$ cat config.mk
export PLATFORM = sky130hd
export DESIGN_NAME = parity_det_scheduler
export DESIGN_NICKNAME = d
export VERILOG_FILES = /design/src/rtl/parity_det_pkg.sv /design/src/rtl/rr_arbiter.sv /design/src/rtl/parity_det_scheduler.sv
export SDC_FILE = /design/constraint.sdc
export NUM_CORES = 1
export LEC_CHECK = 0
export CORE_UTILIZATION = 53
export DETAILED_ROUTE_END_ITERATION = 16
export GPL_ROUTABILITY_DRIVEN = 1
export PLACE_DENSITY = 0.93
export SYNTH_ARGS = -nofsm -noshare
export SYNTH_HDL_FRONTEND = slang
export SYNTH_SLANG_ARGS = --single-unit
$ cat constraint.sdc
create_clock -name clk -period 6 [get_ports clk]
set_clock_uncertainty 0.15 [all_clocks]
set_input_delay 1.2 -clock clk [delete_from_list [all_inputs] [get_ports clk]]
set_output_delay 1.2 -clock clk [all_outputs]
set_load 0.01 [all_outputs]
$ cat src/rtl/parity_det_pkg.sv
// Shared definitions for the time-shared odd/odd parity detector.
// The context encoding and the per-bit transition function live here.
package parity_det_pkg;

    typedef enum logic [1:0] {
        CTX_A = 2'd0,
        CTX_B = 2'd1,
        CTX_C = 2'd2,
        CTX_D = 2'd3
    } ctx_e;

    // A 0 toggles the zero-parity bit (A<->B, C<->D) and a 1 toggles the
    // one-parity bit (A<->C, B<->D). D means both counts are odd.
    function automatic ctx_e next_ctx(input ctx_e state, input logic bit_in);
        case (state)
            CTX_A:   return bit_in ? CTX_C : CTX_B;
            CTX_B:   return bit_in ? CTX_D : CTX_A;
            CTX_C:   return bit_in ? CTX_A : CTX_D;
            CTX_D:   return bit_in ? CTX_B : CTX_C;
            default: return CTX_A;
        endcase
    endfunction

endpackage

$ cat src/rtl/rr_arbiter.sv
// Round-robin arbiter. It grants the first eligible channel at or after the
// pointer and moves the pointer past the winner.
module rr_arbiter #(
    parameter int NCH = 4,
    parameter int CW  = 2
) (
    input  logic           clk,
    input  logic           reset_n,
    input  logic [NCH-1:0] eligible,
    input  logic           advance,
    output logic [NCH-1:0] gnt,
    output logic [CW-1:0]  gnt_idx
);

    logic [CW-1:0] ptr;
    logic          found;

    // NOTE: every output is given a default first, so no path leaves a value
    // unassigned. An unassigned path would infer a latch.
    always_comb begin
        gnt     = '0;
        gnt_idx = '0;
        found   = 1'b0;
        // Two passes: first the channels at or above the pointer, then the
        // channels below it. This gives a wrap without computed indices.
        for (int i = 0; i < NCH; i++) begin
            if (!found && eligible[i] && i >= int'(ptr)) begin
                found   = 1'b1;
                gnt[i]  = 1'b1;
                gnt_idx = CW'(i);
            end
        end
        for (int i = 0; i < NCH; i++) begin
            if (!found && eligible[i] && i < int'(ptr)) begin
                found   = 1'b1;
                gnt[i]  = 1'b1;
                gnt_idx = CW'(i);
            end
        end
        if (!reset_n) begin
            gnt   = '0;
            found = 1'b0;
        end
    end

    // NOTE: sequential state uses non-blocking assignments only. Then every
    // flop samples values from before the edge, whatever the block order.
    always_ff @(posedge clk or negedge reset_n) begin
        if (!reset_n) begin
            ptr <= '0;
        end else if (advance && found) begin
            ptr <= (gnt_idx == CW'(NCH - 1)) ? '0 : gnt_idx + CW'(1);
        end
    end

endmodule

$ cat src/rtl/parity_det_scheduler.sv
// One parity detector shared round-robin among NCH serial requesters.
// The top holds a 2-bit context per channel and registers the tagged results.
module parity_det_scheduler
    import parity_det_pkg::*;
#(
    parameter int NCH = 4,
    parameter int CW  = 2
) (
    input  logic           clk,
    input  logic           reset_n,
    input  logic [NCH-1:0] req,
    input  logic [NCH-1:0] din,
    input  logic [NCH-1:0] clr,
    output logic [NCH-1:0] gnt,
    output logic           det_valid,
    output logic [CW-1:0]  det_ch,
    output logic           det_flag,
    output logic [NCH-1:0] ctx_is_d
);

    logic [NCH-1:0] eligible;
    logic [CW-1:0]  gnt_idx;
    logic           any_gnt;
    ctx_e           ctx     [NCH];
    ctx_e           ctx_nxt [NCH];
    ctx_e           srv_nxt;

    // A clearing channel must not be served in the same cycle. Its bit waits
    // and is later applied to the fresh A context.
    assign eligible = req & ~clr;
    assign any_gnt  = |gnt;

    rr_arbiter #(
        .NCH (NCH),
        .CW  (CW)
    ) u_arb (
        .clk      (clk),
        .reset_n  (reset_n),
        .eligible (eligible),
        .advance  (1'b1),
        .gnt      (gnt),
        .gnt_idx  (gnt_idx)
    );

    always_comb begin
        srv_nxt = next_ctx(ctx[gnt_idx], din[gnt_idx]);
        for (int i = 0; i < NCH; i++) begin
            ctx_nxt[i] = ctx[i];
            if (clr[i]) begin
                ctx_nxt[i] = CTX_A;
            end else if (gnt[i]) begin
                ctx_nxt[i] = srv_nxt;
            end
        end
    end

    // NOTE: the context array is only NCH x 2 flops, and reset must return
    // every channel to A. So the array is reset like ordinary state, not left
    // as an uninitialised memory.
    always_ff @(posedge clk or negedge reset_n) begin
        if (!reset_n) begin
            for (int i = 0; i < NCH; i++) begin
                ctx[i] <= CTX_A;
            end
            det_valid <= 1'b0;
            det_ch    <= '0;
            det_flag  <= 1'b0;
            ctx_is_d  <= '0;
        end else begin
            for (int i = 0; i < NCH; i++) begin
                ctx[i]      <= ctx_nxt[i];
                ctx_is_d[i] <= (ctx_nxt[i] == CTX_D);
            end
            det_valid <= any_gnt;
            if (any_gnt) begin
                det_ch   <= gnt_idx;
                det_flag <= (srv_nxt == CTX_D);
            end
        end
    end

endmodule

==> run summary, run 1 <==
The worst setup path is launched from an input pin. At the worst endpoint, the required time is 4650 ps. The logs give 216 MHz for the highest attainable clock frequency and 0.571 for the initial core utilization.

The category of the most critical setup path is input pin to primary output. The last weighted congestion value of the routability-driven placer was 0.920. The number of synthesized register bits was 18; the core region area was 1980 um2. Entering global routing, the biggest net connects 13 pins.

For the final instance area, the log shows 1410 um2. The depth of the most critical reg-to-reg path was 6; the total congestion overflow was 0. Synthesis instantiated 36 different standard cells from the library. The filler cells instantiated in the layout total 163. The tree is rooted in a sky130_fd_sc_hd__clkbuf_4. The maximum level of the CTS H-tree came out at 1.

The final antenna-violating net count was 0. Once detailed placement completed, the half-perimeter wirelength came to 1900 um. The element type at the critical path end was a primary output. Core occupancy in the finished layout: 0.711. The number of setup violations in the final report was 0. The number of buffers inserted by port buffering was 25. The tightest hold path in the finished design has a slack of 389 ps.

Antenna diode count: 0. The number of cells produced by synthesis was 112; the number of buffers inserted to repair setup after CTS was 0. The portion of the post-synthesis area used by sequential elements was 0.398; the ratio of routed vias to standard cells was 6.09. In the synthesized netlist the dominant register cell turns out to be sky130_fd_sc_hd__dfrtp_1. The first global-routing pass estimated 4020 um of wire.

The data arrival time of the worst path is 3280 ps, and the die width is 48.2 um. The total number of placement rows was 16; the reported leakage power was 0.609 nW. The part of the cycle the worst path needs is 0.772, and the mean routed wirelength per cell is 15.8 um. In this run the register-to-register setup slack is 3010 ps.

Hold repair after CTS inserted 0 buffers. For this run, design rule violations remaining after detail routing come to 0. The maximum root-to-sink buffer count is 2. The first-iteration detailed-routing DRC count came out at 23. The run gives 1370 um2 as the cell area after placement. In this run the mean area of a mapped cell was 10.1 um2. For this run, the post-layout net count is 151. The share of synthesized registers carrying an async set or reset is 1.00, and the net count of the mapped netlist is 126.

The first detailed-routing pass ran for 4 iterations. In this run the vertical extent of the chip is 48.2 um. The synthesized design contains 0 enable-type register cells.

For the cell area after synthesis, the log shows 1130 um2. The detailed-route wire length is 2580 um. The tools report the global-route usage over all layers as 0.263. The ratio of cells with drive above 1 in the final layout is 0.0956. For the worst slew margin relative to its limit, the log shows 0.369.

In the final timing run, aggregate negative setup slack is 0 ps. For the number of antenna violations at the first check in global routing, the log shows 0. The launch instance of the worst min-delay path was det_ch[0]. The run finished with clean final reports. The hold violation count in the final report is 0. For the total die area, the log shows 2320 um2. The reported max-cap violation count came out at 0.

The number of stages on the worst hold path is 2, and the maximum fanout encountered on the critical timing path is 6. CTS saw 18 sinks. The logs give 0 for the number of slew-limit violations in the final report and 0 for the count of cells resized by post-cts repair.

In this run the critical register-to-register path is launched from u_arb.ptr[0]. For this block, the via count after detailed routing is 993. TritonCTS built the clock tree. Relative to the synthesized area, the layout overhead comes to 24.6%.

At the pin with the least slew margin, the transition time is 920 ps. The worst register-to-register path ends at ctx[3]. After layout, the minimum clock period comes to 4630 ps. The tools report the end point of the most critical hold path as det_ch[0].

The min-delay analysis places its worst path in the category register to register. The number of global-route vias before repair was 900; the post-CTS clock slew at the launch and capture registers of the worst setup and hold paths was 100 ps. Setup repair after global routing left no endpoint under its margin. Buffers inserted during clock tree synthesis total 3.

For the I/O pin count, the log shows 26. IR analysis of the VDD net gives a maximum drop of 0.198 mV. In this run the power density over the cells is 300 nW/um2.

Count of synthesis-stage warnings from yosys: 0. The clock insertion delay at the later pin of the skew report is 300 ps.
[layer usage]
metal | track usage | routed length, um
met1 | 0.339 | 1150
met2 | 0.416 | 1240
met3 | 0.0556 | 134
met4 | 0.133 | 55
met5 | 0 | 0
[metrics by stage]
stage | cells | power (mW) | worst slack (ps)
final | 163 | 0.423 | 1370
after global placement | 159 | 0.341 | 1450
after floorplan | 112 | 0.296 | 2540
after detailed placement | 159 | 0.347 | 1400
after global routing | 163 | 0.453 | 1250
after CTS | 163 | 0.422 | 1390
[worst max-delay path, stage by stage]
cell and delay, ps:
sky130_fd_sc_hd__clkdlybuf4s50_1 490, sky130_fd_sc_hd__nor2b_1 450, sky130_fd_sc_hd__o2111ai_1 370, sky130_fd_sc_hd__inv_1 210
sky130_fd_sc_hd__clkdlybuf4s50_1 560
[sequential cells by signal, summed over array words and instances, names as in the netlist]
| register | count |
|---|---|
| u_arb.ptr | 2 |
| ctx | 8 |
| det_valid | 1 |
| det_ch | 2 |
| ctx_is_d | 4 |
| det_flag | 1 |
[final cells by class]
cell class              instances  area (um2)  share of cell area
multi-input cells              79         593               0.421
inverters                       8        30.0              0.0213
well taps                      27        33.8              0.0240
repair buffers                 27         265               0.188
clock buffers                   4        36.3              0.0258
flip-flops and latches         18         450               0.320
[logic make-up (layout without fill, tap and decap cells)]
kind of cell | count (synthesis) | after routing | synth area share
XOR/XNOR | 2 | 2 | 0.0155
flip-flops | 18 | 18 | 0.398
AO/OA/AOI/OAI | 26 | 26 | 0.174
buffers and inverters | 15 | 39 | 0.0774
multiplexers | 14 | 14 | 0.127
AND/OR/NAND/NOR | 37 | 37 | 0.208
[power breakdown]
part,internal [mW],switching (mW)
logic,0.0829,0.0912
registers,0.147,0.0254
clock network,0.0371,0.0397
total,0.267,0.156
[Yosys cell counts (2+ instances only)]
cell / count / area, um2
sky130_fd_sc_hd__or4b_1: 2 / 20.0
sky130_fd_sc_hd__o21ai_0: 3 / 15.0
sky130_fd_sc_hd__clkbuf_1: 4 / 15.0
sky130_fd_sc_hd__dfrtp_1: 18 / 450
sky130_fd_sc_hd__nand3_1: 5 / 25.0
sky130_fd_sc_hd__nand2b_1: 5 / 31.3
sky130_fd_sc_hd__mux2_2: 3 / 33.8
sky130_fd_sc_hd__a21oi_1: 5 / 25.0
sky130_fd_sc_hd__nor2_1: 7 / 26.3
sky130_fd_sc_hd__or4_1: 2 / 15.0
sky130_fd_sc_hd__mux2i_1: 11 / 110
sky130_fd_sc_hd__inv_1: 8 / 30.0
sky130_fd_sc_hd__o311ai_1: 3 / 26.3
sky130_fd_sc_hd__xor2_1: 2 / 17.5
sky130_fd_sc_hd__nand4_1: 4 / 25.0
sky130_fd_sc_hd__o22ai_1: 2 / 12.5
sky130_fd_sc_hd__a211oi_1: 5 / 37.5
sky130_fd_sc_hd__buf_6: 2 / 22.5
sky130_fd_sc_hd__nor2b_1: 4 / 25.0
[cell usage in the layout, fill, tap and decap left out]
master / synthesis / layout
sky130_fd_sc_hd__a21oi_1: 5 / 5
sky130_fd_sc_hd__or3_1: 1 / 1
sky130_fd_sc_hd__nor4_1: 1 / 1
sky130_fd_sc_hd__a21o_1: 1 / 1
sky130_fd_sc_hd__nand3_1: 5 / 5
sky130_fd_sc_hd__o211a_1: 1 / 1
sky130_fd_sc_hd__o21ai_0: 3 / 3
sky130_fd_sc_hd__clkdlybuf4s50_1: 0 / 25
sky130_fd_sc_hd__mux2_2: 3 / 3
sky130_fd_sc_hd__or3b_4: 1 / 1
sky130_fd_sc_hd__a22oi_1: 1 / 1
sky130_fd_sc_hd__nand2b_1: 5 / 5
sky130_fd_sc_hd__or4b_1: 2 / 2
sky130_fd_sc_hd__a2bb2o_4: 1 / 1
sky130_fd_sc_hd__a31oi_1: 1 / 1
sky130_fd_sc_hd__dfrtp_1: 18 / 18
sky130_fd_sc_hd__nand4b_1: 1 / 1
sky130_fd_sc_hd__mux2i_1: 11 / 11
sky130_fd_sc_hd__o211ai_2: 1 / 1
sky130_fd_sc_hd__inv_1: 8 / 8
sky130_fd_sc_hd__clkbuf_8: 0 / 1
sky130_fd_sc_hd__o31ai_1: 1 / 1
sky130_fd_sc_hd__nor4bb_1: 1 / 1
sky130_fd_sc_hd__nor2b_1: 4 / 4
sky130_fd_sc_hd__o2111ai_1: 1 / 1
sky130_fd_sc_hd__o22ai_1: 2 / 2
sky130_fd_sc_hd__nor2_1: 7 / 7
sky130_fd_sc_hd__or3b_2: 1 / 1
sky130_fd_sc_hd__xor2_1: 2 / 2
sky130_fd_sc_hd__buf_4: 0 / 2
sky130_fd_sc_hd__o311ai_1: 3 / 3
sky130_fd_sc_hd__or4_1: 2 / 2
sky130_fd_sc_hd__a211oi_1: 5 / 5
sky130_fd_sc_hd__clkbuf_4: 0 / 3
sky130_fd_sc_hd__nand3b_1: 1 / 1
sky130_fd_sc_hd__or3b_1: 1 / 1
sky130_fd_sc_hd__nand4_1: 4 / 4
[worst max path at each step]
stage / from / endpoint / slack [ps]
3_3_place_gp: clr[2] / gnt[0] / 1450
4_1_cts: clr[1] / gnt[1] / 1390
3_5_place_dp: clr[1] / gnt[1] / 1400
5_1_grt: clr[1] / gnt[1] / 1250
6_report: clr[1] / gnt[1] / 1370
2_1_floorplan: req[3] / gnt[3] / 2540
(Power assumes the default switching activity.)
==> run 2, diff against run 1 <==
CORE_UTILIZATION = 49   (was 53)
PLACE_DENSITY = 0.87   (was 0.93)
clock period = 4.4 ns   (was 6 ns; I/O delays follow)
==> run 2 against run 1 <==
  * Core utilization fell by 6.7 points
  * Critical endpoint unchanged
  * Non-clock buffer count increased by 2
  * Combinational power is 38% higher
  * Sequential power grew 37%
  * Flip-flop and latch count stayed put
  * Register-to-register slack worse by 1300 ps
  * Die area rose by 7.8%
==> run summary, run 2 (same netlist as run 1, synthesis figures left out) <==
The flow ran to the end, and the final reports show no timing, DRC or antenna violations. The run gives 0 (unchanged) as the number of antenna violations at the first check in global routing. The worst register-to-register path ends at ctx_is_d[2]. The hold buffer count at CTS came out at 0 (unchanged).

The maximum root-to-sink buffer count came out at 2 (unchanged). For the worst slew margin relative to its limit, the log shows 0.595 (+0.226). The area occupied by multi-input gates is 593 um2 (unchanged), and the pin count of the biggest net entering global routing is 13 (unchanged). The run gives 0 (unchanged) as the total congestion overflow. The routed length on met3 was 160 um (+19%); the count of unresolved DRC violations after routing was 0 (unchanged). The post-CTS clock slew at the launch and capture registers of the worst setup and hold paths is 100 ps (about the same).

The count of cells resized by post-cts repair came out at 0 (unchanged). Ratio of cells with drive above 1 in the final layout: 0.102 (+0.00660). For the detailed-route wire length, the log shows 2530 um (-2.2%). For the reported leakage power, the log shows 0.612 nW (+0.49%). For the clock insertion delay at the later pin of the skew report, the log shows 290 ps (about the same). The count of TritonRoute iterations in the first routing pass was 4 (unchanged); the switching power was 210 uW (+34%).

The slowest stage cell on the critical path is sky130_fd_sc_hd__clkdlybuf4s50_1. The run gives 1390 um2 (+1.2%) as the cell area after placement. TritonCTS built the clock tree. Delay of the slowest cell on the worst path: 570 ps (about the same). Total power divided by cell area: 395 nW/um2 (+32%).

The leading cell type in the layout, fill and taps excluded is sky130_fd_sc_hd__clkdlybuf4s50_1. The worst register-to-register path begins at u_arb.ptr[0]. The run gives 2190 um2 (+11%) as the core region area.

For the number of filler instances in the final layout, the log shows 182 (+12%). The family with the most delay on the worst path was buffers and inverters. The area growth from synthesis to layout is 24.8%. The final antenna-violating net count was 0 (unchanged). The depth of the most critical reg-to-reg path is 6 (unchanged), and the number of buffers and inverters on the critical path is 3 (unchanged). The setup TNS is 0 ps (unchanged). The die span in y is 50.0 um (+3.8%), and the number of buffers inserted by port buffering is 25 (unchanged). Signal routing reaches up to met4.

The worst setup slack for register-to-register paths is 1710 ps (-1300 ps), and the final instance area is 1410 um2 (+0.18%). The largest registers in the layout are ctx: 8 flops, ctx_is_d: 4 flops. For the via count, the log shows 992 (-0.10%). The logs give 0.148 (-0.034) for the portion of total power attributed to the clock network and 0.236 (-0.0265) for the global-route usage over all layers. The class of the tightest hold or removal check was register to register.

The clock buffer count from CTS is 3 (unchanged). Traced cell by cell, the critical path runs through clkdlybuf4s50_1, nor2b_1, o21ai_0, o2111ai_1, inv_1, clkdlybuf4s50_1. For the reported max-cap violation count, the log shows 0 (unchanged). The total power is 557 uW (+32%). In the layout the commonest cells are sky130_fd_sc_hd__clkdlybuf4s50_1, sky130_fd_sc_hd__dfrtp_1, sky130_fd_sc_hd__mux2i_1.

Maximum level of the CTS H-tree: 1 (unchanged). The tools report the number of buffers inserted to repair setup after CTS as 0 (unchanged). The number of stages on the worst hold path came out at 2 (unchanged). Setup repair after global routing left no endpoint under its margin. The register with the most flip-flops was ctx. The sequential cell fraction of total power was 0.421 (+0.014); the number of global-route vias before repair was 937 (+4.1%). For the finished layout, the period the worst path requires is 4010 ps.

The worst setup path is captured at a primary output. The worst hold path terminates at det_ch[0]. The die width was 50.0 um (+3.8%). The net switching fraction of the power was 0.377 (+0.00727). The data arrival time of the worst path is 2980 ps (-300 ps), and the routed metal-1 wire length is 1150 um (-0.52%).

Maximum fanout encountered on the critical timing path: 6 (unchanged). The number of slew-limit violations in the final report was 0 (unchanged). The run gives 0.248 mV (+25%) as the worst IR drop on VDD.

For the antenna diode count, the log shows 0 (unchanged). Placed wire-length estimate: 1910 um (+0.57%). The last weighted congestion value of the routability-driven placer is 0.858 (-6.8%), and the number of nets at the end of the flow is 153 (+1.3%).

The pin slew with the least headroom to its limit works out to 603 ps (-318 ps). The tools report the combinational share of power as 0.431 (+0.019). The mean routed wirelength per cell works out to 15.3 um (-3.4%). The cell-internal power was 347 uW (+30%).

The startpoint identified for the worst hold timing path is det_ch[0]. The tools report the hold violation count in the final report as 0 (unchanged). Category of the most critical setup path: input pin to primary output.

The register area is 450 um2 (unchanged), and the ratio of routed vias to standard cells is 6.01 (-1.3%). The part of the cycle the worst path needs works out to 0.912. The first-iteration detailed-routing DRC count is 38 (+65%). The I/O pin count was 26 (unchanged). STA classifies the critical path startpoint as an input pin. The run gives 249 MHz as the highest attainable clock frequency. Counting stages on the worst path, the most repeated cell is sky130_fd_sc_hd__clkdlybuf4s50_1.

The logs give 0 (unchanged) for the number of setup violations in the final report and 3370 ps (-1280 ps) for the required time of the critical path. The number of clock sinks is 18 (unchanged), and the length of routed met2 wiring is 1180 um (-4.8%). The initial core utilization is 0.516 (-0.0544). For the wire length of the first global-routing pass, the log shows 4360 um (+8.4%). The number of flip-flops in the largest register was 8 (unchanged); the total number of placement rows was 17 (+1). Total die area: 2500 um2 (+7.8%).

The tree is rooted in a sky130_fd_sc_hd__clkbuf_4.
[run 2: stage by stage]
step                instances   util  hold WS, ps  setup WS, ps
floorplan                 112      -          352          1350
global placement          162  0.634          357           481
detailed placement        162  0.634          369           429
CTS                       165  0.644          383           414
global route              165  0.644          427           256
finish                    165  0.644          376           385
[run 2: per-layer routing]
layer	global-route usage	vias to the layer above
met5	0	-
met4	0.0905	0
met3	0.0494	4
met2	0.362	32
met1	0.324	483
li1	-	473
[run 2: power by group through the flow]
stage / combinational [mW] / sequential [mW] / clock (mW)
after CTS: 0.239 / 0.234 / 0.0824
after global placement: 0.232 / 0.234 / 0
after global routing: 0.261 / 0.239 / 0.0900
final: 0.240 / 0.235 / 0.0825
after detailed placement: 0.238 / 0.238 / 0
after floorplan: 0.174 / 0.230 / 0
[run 2: worst register-to-register path: cells and delay by family, from the launching register on]
| kind | cells | cell delay [ps] |
|---|---|---|
| simple gates | 2 | 990 |
| flops | 1 | 470 |
| mux | 1 | 510 |
| compound gates | 3 | 470 |
[run 2: layout make-up]
class,count,share of cell area
Multi-Input combinational cell,79,0.420
Clock buffer,3,0.0160
Sequential cell,18,0.319
Inverter,8,0.0213
Tap cell,28,0.0248
Timing Repair Buffer,29,0.199
[run 2: how the worst max path moves through the flow]
stage / startpoint / endpoint / depth (start not counted)
final: clr[0] / gnt[1] / 6
after global routing: clr[0] / gnt[1] / 6
after CTS: clr[0] / gnt[1] / 6
after detailed placement: clr[0] / gnt[1] / 6
after global placement: clr[1] / gnt[1] / 5
after floorplan: req[3] / ctx_is_d[0] / 9
